==> src/rtl/dsp_pkg.sv <==
// Shared encodings for the frame engine: operation modes and FSM states.
package dsp_pkg;

    localparam logic [1:0] MODE_SUM    = 2'b00;
    localparam logic [1:0] MODE_MAXMIN = 2'b01;
    localparam logic [1:0] MODE_ENERGY = 2'b10;

    typedef logic [1:0] state_t;

    localparam state_t ST_IDLE = 2'b00;
    localparam state_t ST_RUN  = 2'b01;
    localparam state_t ST_DONE = 2'b10;

endpackage

==> src/rtl/dsp_sample_buf.sv <==
// Frame sample store: one synchronous write port, one read port
// whose address is registered (data follows the address one cycle later).
module dsp_sample_buf #(
    parameter int W     = 16,
    parameter int DEPTH = 64,
    parameter int AW    = $clog2(DEPTH)
) (
    input  logic          c,
    input  logic          rst_n,
    input  logic          we,
    input  logic [AW-1:0] waddr,
    input  logic [W-1:0]  wdata,
    input  logic [AW-1:0] raddr,
    output logic [W-1:0]  rdata
);

    logic [W-1:0]  mem [0:DEPTH-1];
    logic [AW-1:0] raddr_q;

    always_ff @(posedge c) begin
        if (we) begin
            mem[waddr] <= wdata;
        end
    end

    always_ff @(posedge c or negedge rst_n) begin
        if (!rst_n) begin
            raddr_q <= '0;
        end else begin
            raddr_q <= raddr;
        end
    end

    assign rdata = mem[raddr_q];

endmodule

==> src/rtl/dsp_frame_engine.sv <==
// Frame engine: buffers signed samples, then reduces the frame to
// SUM, MAX/MIN or ENERGY and presents the result with a done pulse.
module dsp_frame_engine
    import dsp_pkg::*;
#(
    parameter int W     = 16,
    parameter int DEPTH = 64,
    parameter int ACCW  = 2*W + $clog2(DEPTH)
) (
    input  logic         c,
    input  logic         rst_n,
    input  logic [W-1:0] din,
    input  logic         regE,
    input  logic         ext,
    input  logic [1:0]   mode,
    output logic [W-1:0] dout,
    output logic [W-1:0] dout1,
    output logic         busy,
    output logic         done,
    output logic         full
);

    localparam int AW = $clog2(DEPTH);
    localparam int CW = AW + 1;
    localparam logic [CW-1:0] FULLC = CW'(DEPTH);

    localparam logic signed [ACCW-1:0] SMAX =
        {{(ACCW-W+1){1'b0}}, {(W-1){1'b1}}};
    localparam logic signed [ACCW-1:0] SMIN =
        {{(ACCW-W+1){1'b1}}, {(W-1){1'b0}}};
    localparam logic signed [ACCW-1:0] UMAX =
        {{(ACCW-W){1'b0}}, {W{1'b1}}};

    state_t                  state;
    logic [CW-1:0]           count;
    logic [CW-1:0]           nlen;
    logic [AW-1:0]           idx;
    logic [1:0]              mode_q;
    logic signed [ACCW-1:0]  acc;
    logic signed [W-1:0]     maxv;
    logic signed [W-1:0]     minv;

    logic                    wr_ok;
    logic                    start;
    logic                    last;
    logic [CW-1:0]           wcnt;
    logic [AW-1:0]           rd_addr;
    logic [W-1:0]            rdata;
    logic signed [W-1:0]     sample;
    logic signed [2*W-1:0]   sq;
    logic signed [ACCW-1:0]  addend;
    logic [W-1:0]            res0;
    logic [W-1:0]            res1;

    assign wr_ok = (state == ST_IDLE) && regE && (count != FULLC);
    assign wcnt  = count + CW'(wr_ok);
    assign start = (state == ST_IDLE) && ext && (wcnt != '0);
    assign last  = (CW'(idx) == nlen - CW'(1));
    assign busy  = (state == ST_RUN);
    assign full  = (count == FULLC);

    // Address runs one ahead so the registered read lands on idx.
    assign rd_addr = (state == ST_RUN) ? idx + AW'(1) : '0;

    dsp_sample_buf #(.W(W), .DEPTH(DEPTH), .AW(AW)) u_buf (
        .c     (c),
        .rst_n (rst_n),
        .we    (wr_ok),
        .waddr (count[AW-1:0]),
        .wdata (din),
        .raddr (rd_addr),
        .rdata (rdata)
    );

    assign sample = rdata;
    assign sq     = (2*W)'(sample) * (2*W)'(sample);

    always_comb begin
        addend = ACCW'(sample);
        if (mode_q == MODE_ENERGY) begin
            addend = ACCW'(sq);
        end
    end

    always_comb begin
        res0 = '0;
        res1 = '0;
        unique case (mode_q)
            MODE_MAXMIN: begin
                res0 = maxv;
                res1 = minv;
            end
            MODE_ENERGY: begin
                if (acc > UMAX) begin
                    res0 = '1;
                    res1 = W'(1);
                end else begin
                    res0 = acc[W-1:0];
                end
            end
            default: begin
                if (acc > SMAX) begin
                    res0 = SMAX[W-1:0];
                end else if (acc < SMIN) begin
                    res0 = SMIN[W-1:0];
                end else begin
                    res0 = acc[W-1:0];
                end
                res1 = W'(nlen);
            end
        endcase
    end

    always_ff @(posedge c or negedge rst_n) begin
        if (!rst_n) begin
            state  <= ST_IDLE;
            count  <= '0;
            nlen   <= '0;
            idx    <= '0;
            mode_q <= MODE_SUM;
            acc    <= '0;
            maxv   <= '0;
            minv   <= '0;
            dout   <= '0;
            dout1  <= '0;
            done   <= 1'b0;
        end else begin
            done <= 1'b0;
            case (state)
                ST_IDLE: begin
                    count <= wcnt;
                    if (start) begin
                        mode_q <= mode;
                        nlen   <= wcnt;
                        idx    <= '0;
                        acc    <= '0;
                        state  <= ST_RUN;
                    end
                end
                ST_RUN: begin
                    acc <= acc + addend;
                    idx <= idx + AW'(1);
                    if (idx == '0 || sample > maxv) begin
                        maxv <= sample;
                    end
                    if (idx == '0 || sample < minv) begin
                        minv <= sample;
                    end
                    if (last) begin
                        count <= '0;
                        state <= ST_DONE;
                    end
                end
                ST_DONE: begin
                    dout  <= res0;
                    dout1 <= res1;
                    done  <= 1'b1;
                    state <= ST_IDLE;
                end
                default: state <= ST_IDLE;
            endcase
        end
    end

endmodule

==> config.mk <==
export PLATFORM = sky130hd
export DESIGN_NAME = dsp_frame_engine
export DESIGN_NICKNAME = d
export VERILOG_FILES = /design/src/rtl/dsp_pkg.sv /design/src/rtl/dsp_sample_buf.sv /design/src/rtl/dsp_frame_engine.sv
export SDC_FILE = /design/constraint.sdc
export NUM_CORES = 2
export LEC_CHECK = 0
export BUFFER_PORTS_ARGS = -buffer_cell sky130_fd_sc_hd__clkbuf_2
export CORE_MARGIN = 3
export CORE_UTILIZATION = 40
export CTS_BUF_LIST = sky130_fd_sc_hd__clkbuf_4 sky130_fd_sc_hd__clkbuf_8
export DETAILED_ROUTE_END_ITERATION = 16
export PLACE_DENSITY = 0.65
export SLEW_MARGIN = 20
export SYNTH_ARGS = -nofsm -noshare
export SYNTH_HDL_FRONTEND = slang
export SYNTH_HIERARCHICAL = 1
export SYNTH_SLANG_ARGS = --single-unit
export TNS_END_PERCENT = 20
==> constraint.sdc <==
create_clock -name c -period 32.4 [get_ports c]
set_input_delay 6.48 -clock c [delete_from_list [all_inputs] [get_ports c]]
set_output_delay 6.48 -clock c [all_outputs]
set_load 0.02 [all_outputs]
# After elaboration in Yosys (flattened, before gate mapping)
# Memory sizes are Yosys's and may differ from the RTL's.
# Cells that the tools add are included.
# W data, S select, Z words.
dict set report word_totals {
  reg_bits 133
  input_bits 22
  ram_bits 1024
  wordCells 68
  mem_count 1
  output_inout_bits 35
}
# memory depth width read_ports rd_ports_with_merged_regs wr line
set mem_list {}
lappend mem_list {u_buf.mem 64 16 1 0 1 dsp_sample_buf.sv:17} ;# logic [W-1:0] mem [0:DEPTH-1];
dict set report classes {
  n_mux 20
  multipliers 1
  eq_ne 9
  reduce_logical 16
  n_lt_le_gt_ge 5
  addsub 4
}
# cell count
set ops {}
lappend ops {{$mux W38} 2}
lappend ops {{$pmux W38 S2} 1}
lappend ops {{$pmux W16 S2} 2}
lappend ops {{$mux W16} 3}
lappend ops {{$add A38 B38 Y38} 1}
lappend ops {{$gt A38 B16 Y1 const B} 1}
lappend ops {{$gt A38 B17 Y1 const B} 1}
lappend ops {{$lt A38 B16 Y1 const B} 1}
lappend ops {{$mul A16 B16 Y32} 1}
lappend ops {{$gt A16 B16 Y1} 1}
lappend ops {{$lt A16 B16 Y1} 1}
lappend ops {{$pmux W7 S2} 1}
lappend ops {{$mux W6} 2}
lappend ops {{$pmux W6 S2} 1}
lappend ops {{$reduce_and A2 Y1} 6}
lappend ops {{$add A7 B1 Y7} 1}
lappend ops {{$eq A6 B7 Y1} 1}
lappend ops {{$eq A7 B7 Y1 const B} 1}
lappend ops {{$mux W7} 1}
lappend ops {{$ne A7 B7 Y1 const B} 1}
lappend ops {{$reduce_bool A7 Y1} 1}
lappend ops {{$sub A7 B1 Y7 const B} 1}
lappend ops {{$add A6 B1 Y6 const B} 1}
lappend ops {{$logic_not A6 Y1} 1}
lappend ops {{other kinds (11)} 21}

# Longest topological paths before layout
dict set report logic_depth {
  depth_word 8
  mapped_depth 48
  depth_no_buf 41
}

# Modules after synthesis
# The synthesis kept the hierarchy.
# module n_inst area_per_inst_um2 cells_each
set by_module_without_submodules {}
lappend by_module_without_submodules {dsp_sample_buf 1 39872.0 1819}
lappend by_module_without_submodules {dsp_frame_engine 1 17614.4 1989}

# Worst setup path after synthesis
# No wires, ideal clock.
dict set report synth_timing {
  path_type {register -> register}
  from {register u_buf.raddr_q[0]}
  to {register acc[37]}
  stages_incl_launch_ff 42
  setup_time_ps 121
  n_path_buf 6
  t_arrival_ps 10400
  setup_slack_ps 21879
  period_less_slack_ps 10521
  cell_sequence {dfrtp_1 > buf_6 > buf_12 > buf_6 > buf_6 > mux4_2 > a22oi_1 > a311oi_1 > inv_1 > clkbuf_1 > clkbuf_1 > nor2_1 > fa_1 > inv_1 > fa_1 > inv_1 > fa_1 > fa_1 > (+6 left out) > and2_1 > a2111oi_0 > nand3_1 > and3_1 > o21ai_0 > nand2b_1 > xor2_1 > a21o_1 > ha_1 > a21o_1 > a211oi_1 > or4b_2 > o21ai_0 > a21oi_1 > a211oi_1 > xnor2_1 > o21bai_1 > a22o_1}
}
dict set report synth_via {
  elab_chain_cells 5
}
# item line
set synth_rtl {}
lappend synth_rtl {{start, declared} dsp_sample_buf.sv:18} ;# logic [AW-1:0] raddr_q;
lappend synth_rtl {{start signal, assigned} dsp_sample_buf.sv:30} ;# raddr_q <= raddr;
lappend synth_rtl {{$mem_v2 Z64 W16 (*)} n/a}
lappend synth_rtl {{named net rdata[15]} dsp_frame_engine.sv:48} ;# logic [W-1:0] rdata;
lappend synth_rtl {{$mul A16 B16 Y32} dsp_frame_engine.sv:76} ;# assign sq = (2*W)'(sample) * (2*W)'(sample);
lappend synth_rtl {{$mux W38 (*)} dsp_frame_engine.sv:80} ;# if (mode_q == MODE_ENERGY) begin
lappend synth_rtl {{$add A38 B38 Y38 (*)} dsp_frame_engine.sv:141} ;# acc <= acc + addend;
lappend synth_rtl {{$pmux W38 S2 (*)} dsp_frame_engine.sv:129} ;# case (state)
lappend synth_rtl {{end signal, assigned} dsp_frame_engine.sv:141}
lappend synth_rtl {{end, declared} dsp_frame_engine.sv:39} ;# logic signed [ACCW-1:0] acc;
# Mark *: on every way through the listed nets, which the timed path passes. The rest lies on a longest branch.
# A chain may end at the register's enable or synchronous reset.

# Worst setup path after layout
# Same ends and word-level chain as after synthesis.

==> impl_results.md <==
* Final setup vio count at 0
* RSZ-0062 raised after global routing: false
* Post-synth EDFFs at 1024
* RePlAce Congestion at 0.869
* DP Worst Slack at 18600 ps
* Max_cap viols at 0
* Filler cell count in the final layout at 12300
* Netlist cell types at 79
* Total gr overflow at 0
* CP Max Fanout at 75
* Post-route cell area at roughly 64000 sq um
* CTS tree: done
* Synth top area share at 53.5%
* Arrival time worst endpoint at 14580 ps
* Num Clock Sinks at 1157
* Row Count at 138
* CP Launch Type: flop
* CTS resizes at 0
* Final setup TNS at 0 ps
* Via-to-Cell Ratio at approximately 5.4
* Gr usage total at 19.3%
* Syn_area_per_cell at between 15 and 20 sq um
* Post-Syn Nets at roughly 4200
* Clock Skews at 89.2 ps
* Seq/Total Area, Yosys at 59.3%
* Hold Crit Class: flop to flop
* Area grow syn2layout at 11.4%
* Outcome: finished clean
* Total CTS buffers at 184
* Vias in the first global route at 33700
* DP HPWL at 92100 um
* Antenna violations before repair at 1
* CP Capture Type: flop
* Largest area contributor in the netlist: edfxtp_1
* Die Area at roughly 150000 sq um
* Post-Synthesis Cell Area at approximately 57000 sq um
* Synthesized instance count at 3808
* Pre-antenna DRT Iters at 5
* Tightest Pin Transition at 1000 ps
* Min Tclk post-route at 13780 ps
* Post-DP Area at ~60000 sq um
* Hold Vio Cnt, Final at 0
* Post-CTS Hold Buffers at 0
* Clock slew seen by the registers of the worst setup and hold paths at 60 ps
* Routed Antenna Nets at 0
* Post-CTS setup repair buffer count at 0
* Slowest stage delay, CP at 730 ps
* #FFs+latches synth at 1157
* Required time worst endpoint at 33200 ps
* WS Path Type: flop to flop
* IO Pins at 57
* Largest net degree at the start of global routing at 77
* DIE WIDTH at 385 um
* CP max-delay cell: buf_4
* Largest cells by area after synthesis: edfxtp_1 (53%), mux4_2 (8.6%), fa_1 (8.3%), dfrtp_1 (5.8%), ha_1 (3.6%)
* Final nets at 4429
* Core area at ~140000 sq um
* Most numerous cell in the Yosys netlist: edfxtp_1
* Final period utilization at a little over two fifths
* Worst rel slew slack at 33.1%
* Pins Over Slew Limit at 0
* Async S/R FF share, synth at 11.5%
* Primary FF master, synth: edfxtp_1
* Share of layout cells above drive strength 1 at 19.0%
* CTS root buffer: clkbuf_8
* Clock Path Buffers at 3
* Vert. Die Dim at 385 um
* CTS H-Tree Depth at 4
* DR WL/cell at 23.4 um
* First-pass GRT wire length at roughly 210000 um
* Max Freq at 72.6 MHz
* I/O Buffers at 56
* Final wirelength at 141000 um
* Iteration-0 DRC Markers at 3015
* Clock latency at the later pin of the worst-skew pair at 920 ps
* Initial Util at 40.5%
* Ys Warns at 6
* DRC at 0
* CP most frequent cell: fa_1
* PnR worst setup slack at 18620 ps
* Via count at between 30000 and 40000
* Top cells by count, synth: edfxtp_1 (1024), inv_1 (402), nand2_1 (247)
-- cells by family (layout without fill, tap and decap cells) --
group           Yosys count  count (layout)  synth area share [%]
other cells               0               2                     0
fa+ha+maj               402             402                  11.9
mux                     375             375                  11.5
buf+inv                 582             920                  4.40
simple gates            716             716                  5.81
compound gates          496             496                  5.91
flops                  1157            1157                  59.3
xor+xnor                 80              80                  1.22
-- stage by stage --
stage,utilization (%),cells,hold slack [ps]
finish,45.1,6038,481
detailed placement,42.4,5709,467
CTS,45.1,6036,480
global route,45.1,6037,506
global placement,42.4,5709,463
floorplan,-,3808,466
-- final cells by class --
class                   instances  area (sq um)  share of cell area, %
multi-input cells            2069         21100                   32.9
inverters                     408          1530                   2.39
clock inverters                77           638                  0.996
clock buffers                 250          3100                   4.84
well taps                    1890          2360                   3.69
repair buffers                185          1270                   1.98
diodes                          2          5.00                0.00781
flip-flops and latches       1157         34100                   53.2
-- per-layer routing --
layer / track usage, % / wire length (um) / vias up
met5: 0 / 0 / -
met4: 5.97 / 3800 / 0
met3: 3.69 / 9660 / 206
met2: 31.5 / 68500 / 1197
met1: 26.1 / 59400 / 16900
li1: - / - / 14500
-- sequential cells by signal, summed over array words and instances, names as in the netlist, 2 cells and up --
| name | count |
|---|---|
| count | 7 |
| maxv | 16 |
| u_buf/mem | 1024 |
| state | 2 |
| u_buf/raddr_q | 6 |
| dout1 | 16 |
| dout | 16 |
| mode_q | 2 |
| minv | 16 |
| nlen | 7 |
| acc | 38 |
| idx | 6 |
-- critical path: cells and delay by family (launching register included) --
family / cells / cell delay, ps
flops: 1 / 650
mux: 1 / 590
simple gates: 7 / 1750
fa+ha+maj: 8 / 3640
compound gates: 12 / 2870
buf+inv: 9 / 3580
xor+xnor: 2 / 330
-- final timing paths --
check | startpoint | to | slack, ps | cells after the start
setup / recovery | u_buf/raddr_q[0] | acc[37] | 18620 | 39
hold / removal | dout[2] | dout[2] | 480 | 2
setup reg to reg | u_buf/raddr_q[0] | acc[37] | 18620 | 39
hold reg to reg | dout[2] | dout[2] | 480 | 2
max in group asynchronous | rst_n | u_buf/raddr_q[2] | 25390 | 2
min in group asynchronous | rst_n | acc[29] | 5600 | 1
-- cell usage in the layout (no fill, tap or decap), types with 19 or more instances in the layout --
| master | netlist | layout |
|---|---|---|
| and2_1 | 35 | 35 |
| ha_1 | 164 | 163 |
| fa_1 | 238 | 238 |
| nand3_1 | 78 | 78 |
| xor2_1 | 24 | 24 |
| mux2i_1 | 106 | 106 |
| a21o_1 | 54 | 54 |
| a31oi_1 | 19 | 19 |
| mux4_2 | 220 | 220 |
| a21oi_1 | 89 | 88 |
| mux2_2 | 45 | 45 |
| nor2_1 | 193 | 190 |
| clkinv_1 | 6 | 43 |
| edfxtp_1 | 1024 | 1024 |
| a22o_1 | 21 | 21 |
| dfrtp_1 | 133 | 129 |
| buf_4 | 13 | 128 |
| inv_1 | 402 | 402 |
| a22oi_1 | 47 | 47 |
| clkbuf_4 | 1 | 55 |
| a221o_1 | 23 | 23 |
| a221oi_1 | 20 | 20 |
| nand4_1 | 27 | 27 |
| o21ai_0 | 111 | 111 |
| xnor2_1 | 56 | 56 |
| clkbuf_8 | 0 | 195 |
| clkbuf_2 | 2 | 55 |
| nand2_1 | 247 | 247 |
| nor2b_1 | 46 | 45 |
Power is not shown: default switching activity piles up to over one toggle a cycle in this logic, so the estimate is an artifact.
